**config.mk**
```make
export PLATFORM = sky130hd
export DESIGN_NAME = dio24_btn_events
export DESIGN_NICKNAME = d
export VERILOG_FILES = /design/src/rtl/dio24_btn_events.sv
export SDC_FILE = /design/constraint.sdc
export NUM_CORES = 1
export LEC_CHECK = 0
export ABC_AREA = 1
export ABC_CLOCK_PERIOD_IN_PS = 1600
export CELL_PAD_IN_SITES_DETAIL_PLACEMENT = 1
export CELL_PAD_IN_SITES_GLOBAL_PLACEMENT = 1
export CORE_MARGIN = 2
export CORE_UTILIZATION = 41
export CTS_BUF_LIST = sky130_fd_sc_hd__clkbuf_4 sky130_fd_sc_hd__clkbuf_8
export DETAILED_ROUTE_END_ITERATION = 8
export GPL_ROUTABILITY_DRIVEN = 0
export PLACE_DENSITY = 0.77
export SLEW_MARGIN = 0
export SYNTH_ARGS = -nofsm -noshare
export SYNTH_HDL_FRONTEND = slang
export SYNTH_SLANG_ARGS = --single-unit
```
**constraint.sdc**
```tcl
create_clock -name clk -period 1.6 [get_ports clk]
set_input_delay 0.32 -clock clk [delete_from_list [all_inputs] [get_ports clk]]
set_output_delay 0.32 -clock clk [all_outputs]
set_load 0.02 [all_outputs]
```
**src/rtl/dio24_btn_events.sv**
```systemverilog
// dio24_btn_events: per-button short / long / double-click gesture decoder with sticky W1C event register.
// Optional feature macro: BTN_DOUBLE_EN (double-click detection). Rev 1.0
`default_nettype none

module dio24_btn_events #(
  parameter int NUM_BUTTONS  = 2,
  parameter int TICK_BITS    = 16,
  parameter int CNT_BITS     = 12,
  parameter int LONG_TICKS   = 1500,
  parameter int DCLICK_TICKS = 450
) (
  input  logic                     clk,
  input  logic                     reset_n,
  input  logic [NUM_BUTTONS-1:0]   btn_status,
  input  logic [3*NUM_BUTTONS-1:0] evt_clr,
  output logic [NUM_BUTTONS-1:0]   evt_short,
  output logic [NUM_BUTTONS-1:0]   evt_long,
  output logic [NUM_BUTTONS-1:0]   evt_double,
  output logic [3*NUM_BUTTONS-1:0] evt_sts,
  output logic [NUM_BUTTONS-1:0]   btn_held
);

  typedef enum logic [2:0] {
    ST_IDLE   = 3'd0,
    ST_PRESS1 = 3'd1,
    ST_WAIT2  = 3'd2,
    ST_PRESS2 = 3'd3,
    ST_LONG   = 3'd4
  } state_e;

  localparam int CNT_SAT_I = (LONG_TICKS > DCLICK_TICKS) ? LONG_TICKS : DCLICK_TICKS;
  localparam logic [CNT_BITS-1:0] CNT_SAT  = CNT_BITS'(CNT_SAT_I);
  localparam logic [CNT_BITS-1:0] LONG_CNT = CNT_BITS'(LONG_TICKS);
`ifdef BTN_DOUBLE_EN
  localparam logic [CNT_BITS-1:0] DCLICK_CNT = CNT_BITS'(DCLICK_TICKS);
`endif

  logic [TICK_BITS-1:0]     presc_q, presc_d;
  logic                     tick;
  state_e                   state_q [NUM_BUTTONS];
  state_e                   state_d [NUM_BUTTONS];
  logic [CNT_BITS-1:0]      cnt_q   [NUM_BUTTONS];
  logic [CNT_BITS-1:0]      cnt_d   [NUM_BUTTONS];
  logic [CNT_BITS-1:0]      cnt_inc [NUM_BUTTONS];
  logic [NUM_BUTTONS-1:0]   short_q, short_d, long_q, long_d, double_q, double_d, held_q, held_d;
  logic [3*NUM_BUTTONS-1:0] sts_q, sts_d;

  always_comb begin
    presc_d  = presc_q + TICK_BITS'(1);
    tick     = &presc_q;
    short_d  = '0;
    long_d   = '0;
    double_d = '0;
    held_d   = '0;
    for (int i = 0; i < NUM_BUTTONS; i++) begin
      state_d[i] = state_q[i];
      cnt_d[i]   = cnt_q[i];
      cnt_inc[i] = (cnt_q[i] == CNT_SAT) ? cnt_q[i] : cnt_q[i] + CNT_BITS'(1);
      // Release is tested before the tick so it wins a same-cycle race.
      case (state_q[i])
        ST_IDLE: begin
          if (btn_status[i]) begin
            state_d[i] = ST_PRESS1;
            cnt_d[i]   = '0;
          end
        end
        ST_PRESS1: begin
          if (!btn_status[i]) begin
`ifdef BTN_DOUBLE_EN
            state_d[i] = ST_WAIT2;
            cnt_d[i]   = '0;
`else
            state_d[i] = ST_IDLE;
            short_d[i] = 1'b1;
`endif
          end else if (tick) begin
            cnt_d[i] = cnt_inc[i];
            if (cnt_inc[i] == LONG_CNT) begin
              state_d[i] = ST_LONG;
              long_d[i]  = 1'b1;
            end
          end
        end
`ifdef BTN_DOUBLE_EN
        ST_WAIT2: begin
          if (btn_status[i]) begin
            state_d[i] = ST_PRESS2;
            cnt_d[i]   = '0;
          end else if (tick) begin
            cnt_d[i] = cnt_inc[i];
            if (cnt_inc[i] == DCLICK_CNT) begin
              state_d[i] = ST_IDLE;
              short_d[i] = 1'b1;
            end
          end
        end
        ST_PRESS2: begin
          if (!btn_status[i]) begin
            state_d[i]  = ST_IDLE;
            double_d[i] = 1'b1;
          end else if (tick) begin
            cnt_d[i] = cnt_inc[i];
            if (cnt_inc[i] == LONG_CNT) begin
              state_d[i] = ST_LONG;
              long_d[i]  = 1'b1;
            end
          end
        end
`endif
        ST_LONG: begin
          if (!btn_status[i]) state_d[i] = ST_IDLE;
        end
        default: begin
          state_d[i] = ST_IDLE;
          cnt_d[i]   = '0;
        end
      endcase
      held_d[i] = (state_d[i] == ST_PRESS1) || (state_d[i] == ST_PRESS2) ||
                  (state_d[i] == ST_LONG);
    end
    // A set spans both the decision cycle and the visible pulse cycle, so a
    // clear written while the pulse is showing cannot lose that event.
    sts_d = (sts_q & ~evt_clr) | {double_d, long_d, short_d} | {double_q, long_q, short_q};
  end

  always_ff @(posedge clk or negedge reset_n) begin
    if (!reset_n) begin
      presc_q  <= '0;
      short_q  <= '0;
      long_q   <= '0;
      double_q <= '0;
      held_q   <= '0;
      sts_q    <= '0;
      for (int i = 0; i < NUM_BUTTONS; i++) begin
        state_q[i] <= ST_IDLE;
        cnt_q[i]   <= '0;
      end
    end else begin
      presc_q  <= presc_d;
      short_q  <= short_d;
      long_q   <= long_d;
      double_q <= double_d;
      held_q   <= held_d;
      sts_q    <= sts_d;
      for (int i = 0; i < NUM_BUTTONS; i++) begin
        state_q[i] <= state_d[i];
        cnt_q[i]   <= cnt_d[i];
      end
    end
  end

  assign evt_short  = short_q;
  assign evt_long   = long_q;
  assign evt_double = double_q;
  assign evt_sts    = sts_q;
  assign btn_held   = held_q;

endmodule

`default_nettype wire

```
# Word-level counts from Yosys, hierarchy flattened
# Index checks and enable logic that the tools add are counted.
dict set report totals {
  ff_bits 58
  in_bits 10
  output_inout_bits 14
  wordCells 81
}
dict set report classes {
  n_addsub 3
  eq_ne 20
  muxes 34
  bitwise 6
  n_reduce_logical 9
}
# op n
set ops {}
lappend ops {{two-way mux 12 bit} 8}
lappend ops {{one-hot mux 12 bit (3 select lines)} 2}
lappend ops {{equality test 12 x 11 -> 1 bit (second input constant)} 4}
lappend ops {{two-way mux 3 bit} 10}
lappend ops {{adder 12 x 1 -> 12 bit (second input constant)} 2}
lappend ops {{one-hot mux 3 bit (3 select lines)} 2}
lappend ops {{adder 16 x 1 -> 16 bit (second input constant)} 1}
lappend ops {{AND reduction 16 bit} 1}
lappend ops {{equality test 3 x 1 -> 1 bit (second input constant)} 4}
lappend ops {{equality test 3 bit (second input constant)} 4}
lappend ops {{two-way mux 1 bit} 12}
lappend ops {{inequality test 2 bit (second input constant)} 6}
lappend ops {{OR 6 x 4 -> 6 bit} 2}
lappend ops {{AND reduction 4 bit} 2}
lappend ops {{AND 6 bit} 1}
lappend ops {{equality test 3 x 2 -> 1 bit (second input constant)} 2}
lappend ops {{logical NOT 3 bit} 2}
lappend ops {{NOT 6 bit} 1}
lappend ops {{logical OR 1 bit} 4}
lappend ops {{NOT 1 bit} 2}

# Longest topological paths before layout
dict set report logic_depth {
  ltp_word 10
  ltp_mapped 12
  depth_no_buf 12
}

# Least setup slack after synthesis
# Ideal clock, no wire load.
dict set report synth_path {
  path_type {register to register}
  from {register presc_q[0]}
  to {register cnt_q[20] (netlist bit)}
  setup_ns 0.121
  t_arrival_ns 1.496
  required_ns 1.479
  slack_ns -0.017
  path_stages_with_launch 12
  period_less_slack_ns 1.617
  path_cell_list {dfrtp_1 ha_1 nand2_1 nor2_4 nand3b_4 nor2_4 o21ai_2 inv_4 nand2_4 clkinv_4 nand2_1 o21ai_1}
}
dict set report synth_between {
  elab_chain_len 3
}
# element line_no
set synth_lines {}
lappend synth_lines {{from (decl)} 38} ;# logic [TICK_BITS-1:0] presc_q, presc_d;
lappend synth_lines {{from (signal assigned)} 139} ;# presc_q <= presc_d;
lappend synth_lines {{AND reduction 16 bit} 50} ;# tick = &presc_q;
lappend synth_lines {{inequality test 2 bit (no source line)} --}
lappend synth_lines {{AND reduction 4 bit (no source line)} --}
lappend synth_lines {{to (signal, indexed assignment)} 147} ;# cnt_q[i] <= cnt_d[i];
lappend synth_lines {{to (decl)} 42} ;# logic [CNT_BITS-1:0] cnt_q [NUM_BUTTONS];
# No other way between the ends.
# A chain may end at the register's enable or synchronous reset.

# Worst setup path after layout
dict set report layout_path {
  from {register cnt_q[13] (netlist bit)}
  to {register long_q[0], in the netlist evt_long[0]}
}
dict set report layout_between {
  elab_chain_len 7
}
# element line_no
set layout_lines {}
lappend layout_lines {{adder 12 x 1 -> 12 bit or equality test 12 x 11 -> 1 bit (tied branches)} 58} ;# cnt_inc[i] = (cnt_q[i] == CNT_SAT) ? cnt_q[i] : cnt_q[i] + CNT_BITS'(1);
lappend layout_lines {{two-way mux 12 bit *} 58}
lappend layout_lines {{equality test 12 x 11 -> 1 bit *} 78} ;# if (cnt_inc[i] == LONG_CNT) begin
lappend layout_lines {{two-way mux 1 bit *} 78}
lappend layout_lines {{two-way mux 1 bit *} 76} ;# end else if (tick) begin
lappend layout_lines {{two-way mux 1 bit *} 68} ;# if (!btn_status[i]) begin
lappend layout_lines {{two-way mux 1 bit *} 60} ;# case (state_q[i])
lappend layout_lines {{net long_d[0]} 45} ;# logic [NUM_BUTTONS-1:0] short_q, short_d, long_q, long_d, double_q, double_d, held_q, held_d;
lappend layout_lines {{to (signal assigned)} 141} ;# long_q <= long_d;
lappend layout_lines {{to (decl)} 45}
# Mark *: on every way through the listed nets, which the timed path passes. The rest lies on a longest branch.

==> impl_metrics.env <==
export IMPL_grt_usage=0.3125
export IMPL_wl_mm=15.13
export IMPL_syn2layout_area_growth_pct=57.27
export IMPL_hp_class="in2async"
export IMPL_ys_ff_latch=58
export IMPL_cp_arrival_ps=2400
export IMPL_maxCapViolCount=0
export IMPL_wl_per_cell_um=24.85
export IMPL_yosysWarnings=0
export IMPL_synth_edf_count=0
export IMPL_setup_tns_ps=-8815
export IMPL_final_nets=520
export IMPL_path_class="reg2reg"
export IMPL_drive_above_1_share=0.4588
export IMPL_nFillCells=852
export IMPL_dieArea_um2=8267
export IMPL_ys_seq_area_frac=0.4685
export IMPL_synth_most_common_cell="nand2_1"
export IMPL_std_cell_rows=31
export IMPL_finalCritPeriodShare=1.312
export IMPL_initial_utilization=0.4248
export IMPL_synth_top_area_share=0.4685
export IMPL_ir_worst_vdd_uv=772.6
export IMPL_fmax_mhz=476.4
export IMPL_synthTopCellsByCount="nand2_1, dfrtp_1, nor2_1, inv_1, nand3_1"
export IMPL_hold_viol=0
export IMPL_drt_first_pass_iters=5
export IMPL_vias=3466
export IMPL_post_route_util=0.6682
export IMPL_cts_made_buffers=9
export IMPL_placedCellCount=567
export IMPL_antennaDiodeCount=0
export IMPL_setup_viol=37
export IMPL_violations="negative setup slack"
export IMPL_ant_nets=0
export IMPL_drt_initial_drc_count=232
export IMPL_endpoint_kind="register"
export IMPL_yosys_area_top_type="dfrtp_1"
export IMPL_critPathLaunchType="register"
export IMPL_stdcell_area_um2=4872
export IMPL_synth_area_per_cell_um2=8.005
export IMPL_fin_skew_ps=14.02
export IMPL_whs_ps=486.9
export IMPL_crit_required_ps=1900
export IMPL_path_max_fanout=4
export IMPL_netlist_area_um2=3098
export IMPL_drv_slew=0
export IMPL_die_w_um=90.93
export IMPL_grt_ovfl_total=0
export IMPL_coreArea_um2=7292
export IMPL_stdcell_count=609
export IMPL_cts_tree="built"
export IMPL_layout_setup_ws_ps=-499.2
export IMPL_grt_pass1_wl_mm=19.82
export IMPL_cts_buffer_depth=2
export IMPL_route_detailed_drc=0
export IMPL_synthCells=387
export IMPL_io_buffers=21
export IMPL_cts_max_level=3
export IMPL_min_period_ps=2099
export IMPL_chipHeight_um=90.93
export IMPL_cts_num_sinks=58
export IMPL_root_buffer="clkbuf_8"
export IMPL_clock_latency_ps=370
export IMPL_synth_flop_cell="dfrtp_1"
export IMPL_ios=24
export IMPL_rsz0062_at_grt="yes"
export IMPL_grt_pass1_vias=3707
export IMPL_p_leak_nw=2.315
export IMPL_clk_pin_slew_ps=80
export IMPL_grt_max_degree=45
export IMPL_antenna_found_initial=0
export IMPL_r2r_setup_slack_ps=-500
export IMPL_synth_area_leaders="dfrtp_1, nand2_1, nor2_1"
export IMPL_dp_hpwl_mm=6.482
export IMPL_drt_vias_per_instance=5.691
export IMPL_post_dp_cell_area_um2=3891
export IMPL_powerDensity_nw_per_um2=684.4
export IMPL_status="finished with violations"
export IMPL_synthArstFlopShare=1.000
export IMPL_yosysUniqueCellTypes=30
-- logic make-up after synthesis --
group	synth area share
other	0.001210
adder cells (fa/ha/maj)	0.02019
buffers and inverters	0.06502
XOR/XNOR	0.06220
AO/OA/AOI/OAI	0.06260
flip-flops	0.4685
AND/OR/NAND/NOR	0.3203
-- critical path: stages, from the launching register on --
cell and delay (ps):
dfrtp_1 430, buf_4 140, buf_4 120, nand3_4 110, o21ai_0 350, nand2_1 110, nand2_1 130, nand2_1 110
nor2_2 150, nand2_2 90, nor2_4 140, nand2_2 90, inv_1 80
-- routing by layer --
metal  up-vias  routed length, um  part of all wire  track usage
met5         -                  0                 0            0
met4         0                777             0.051       0.1780
met3        75                777             0.051      0.04341
met2       166               7928              0.52       0.5648
met1      1760               5648              0.37       0.3494
li1       1465                  -                 -            -
-- power by group --
part           total, W  internal, W  switching [W]
clock           0.00147     0.000739       0.000735
combinational  0.000356     0.000136       0.000220
sequential      0.00150      0.00148      0.0000198
total           0.00333      0.00236       0.000974
-- timing repair --
item,CTS,global route
hold buffers,1,0
buffers inserted,19,6
gates resized for setup,86,80
pin swaps,16,16
hold endpoints to repair,14,0
cloned,1,0
endpoints found under the setup margin,44,36
-- state kept, by name, summed over array words and instances, names as in the netlist --
name and flops:
cnt_q 24, btn_held 2, evt_long 2, evt_short 2, evt_sts 6, presc_q 16
state_q 6
-- metrics by stage --
stage	total power (W)	setup slack, ps
after detailed placement	0.001768	-231.6
after CTS	0.003192	-166.2
final	0.003334	-499.2
after global routing	0.003383	-512.0
after floorplan	0.001623	7.910
after global placement	0.001757	-200.2
-- area by class of cell --
cell class	count	area [um^2]	area share
Multi-Input combinational cell	283	2001	0.4106
Sequential cell	58	1460	0.2997
Timing Repair Buffer	108	899.6	0.1846
Inverter	45	188.9	0.03878
Clock buffer	10	131.4	0.02696
Tap cell	99	123.9	0.02542
Clock inverter	6	67.56	0.01387
-- cell usage in the layout, fill, tap and decap left out, types with 3 or more instances in the layout --
cell type and n:
nand3_1 15, nand3_2 11, a21oi_1 3, dfrtp_2 7, nor2_1 27, clkdlybuf4s50_1 8, conb_1 4, nand4_1 9
xnor2_1 4, buf_6 7, inv_2 4, o21ai_0 4, nor2_4 8, inv_1 37, o22ai_2 9, nand2_1 79
buf_4 76, ha_4 4, o21ai_2 9, nand3_4 6, clkbuf_8 9, xor2_1 16, dlygate4sd2_1 12, inv_4 3
nand2_2 32, nor2_2 17, dfrtp_1 51, nand2_4 4
-- final timing paths --
check / start / to / depth (start not counted)
worst max register to register: cnt_q[13] / evt_long[0] / 12
worst min register to register: presc_q[15] / presc_q[15] / 1
worst max-delay path: cnt_q[13] / evt_long[0] / 12
min in group clk: presc_q[15] / presc_q[15] / 1
worst min-delay path: reset_n / evt_long[0] / 2
max in group asynchronous: reset_n / cnt_q[1] / 3
No activity file was read; power rests on OpenSTA's default activity.
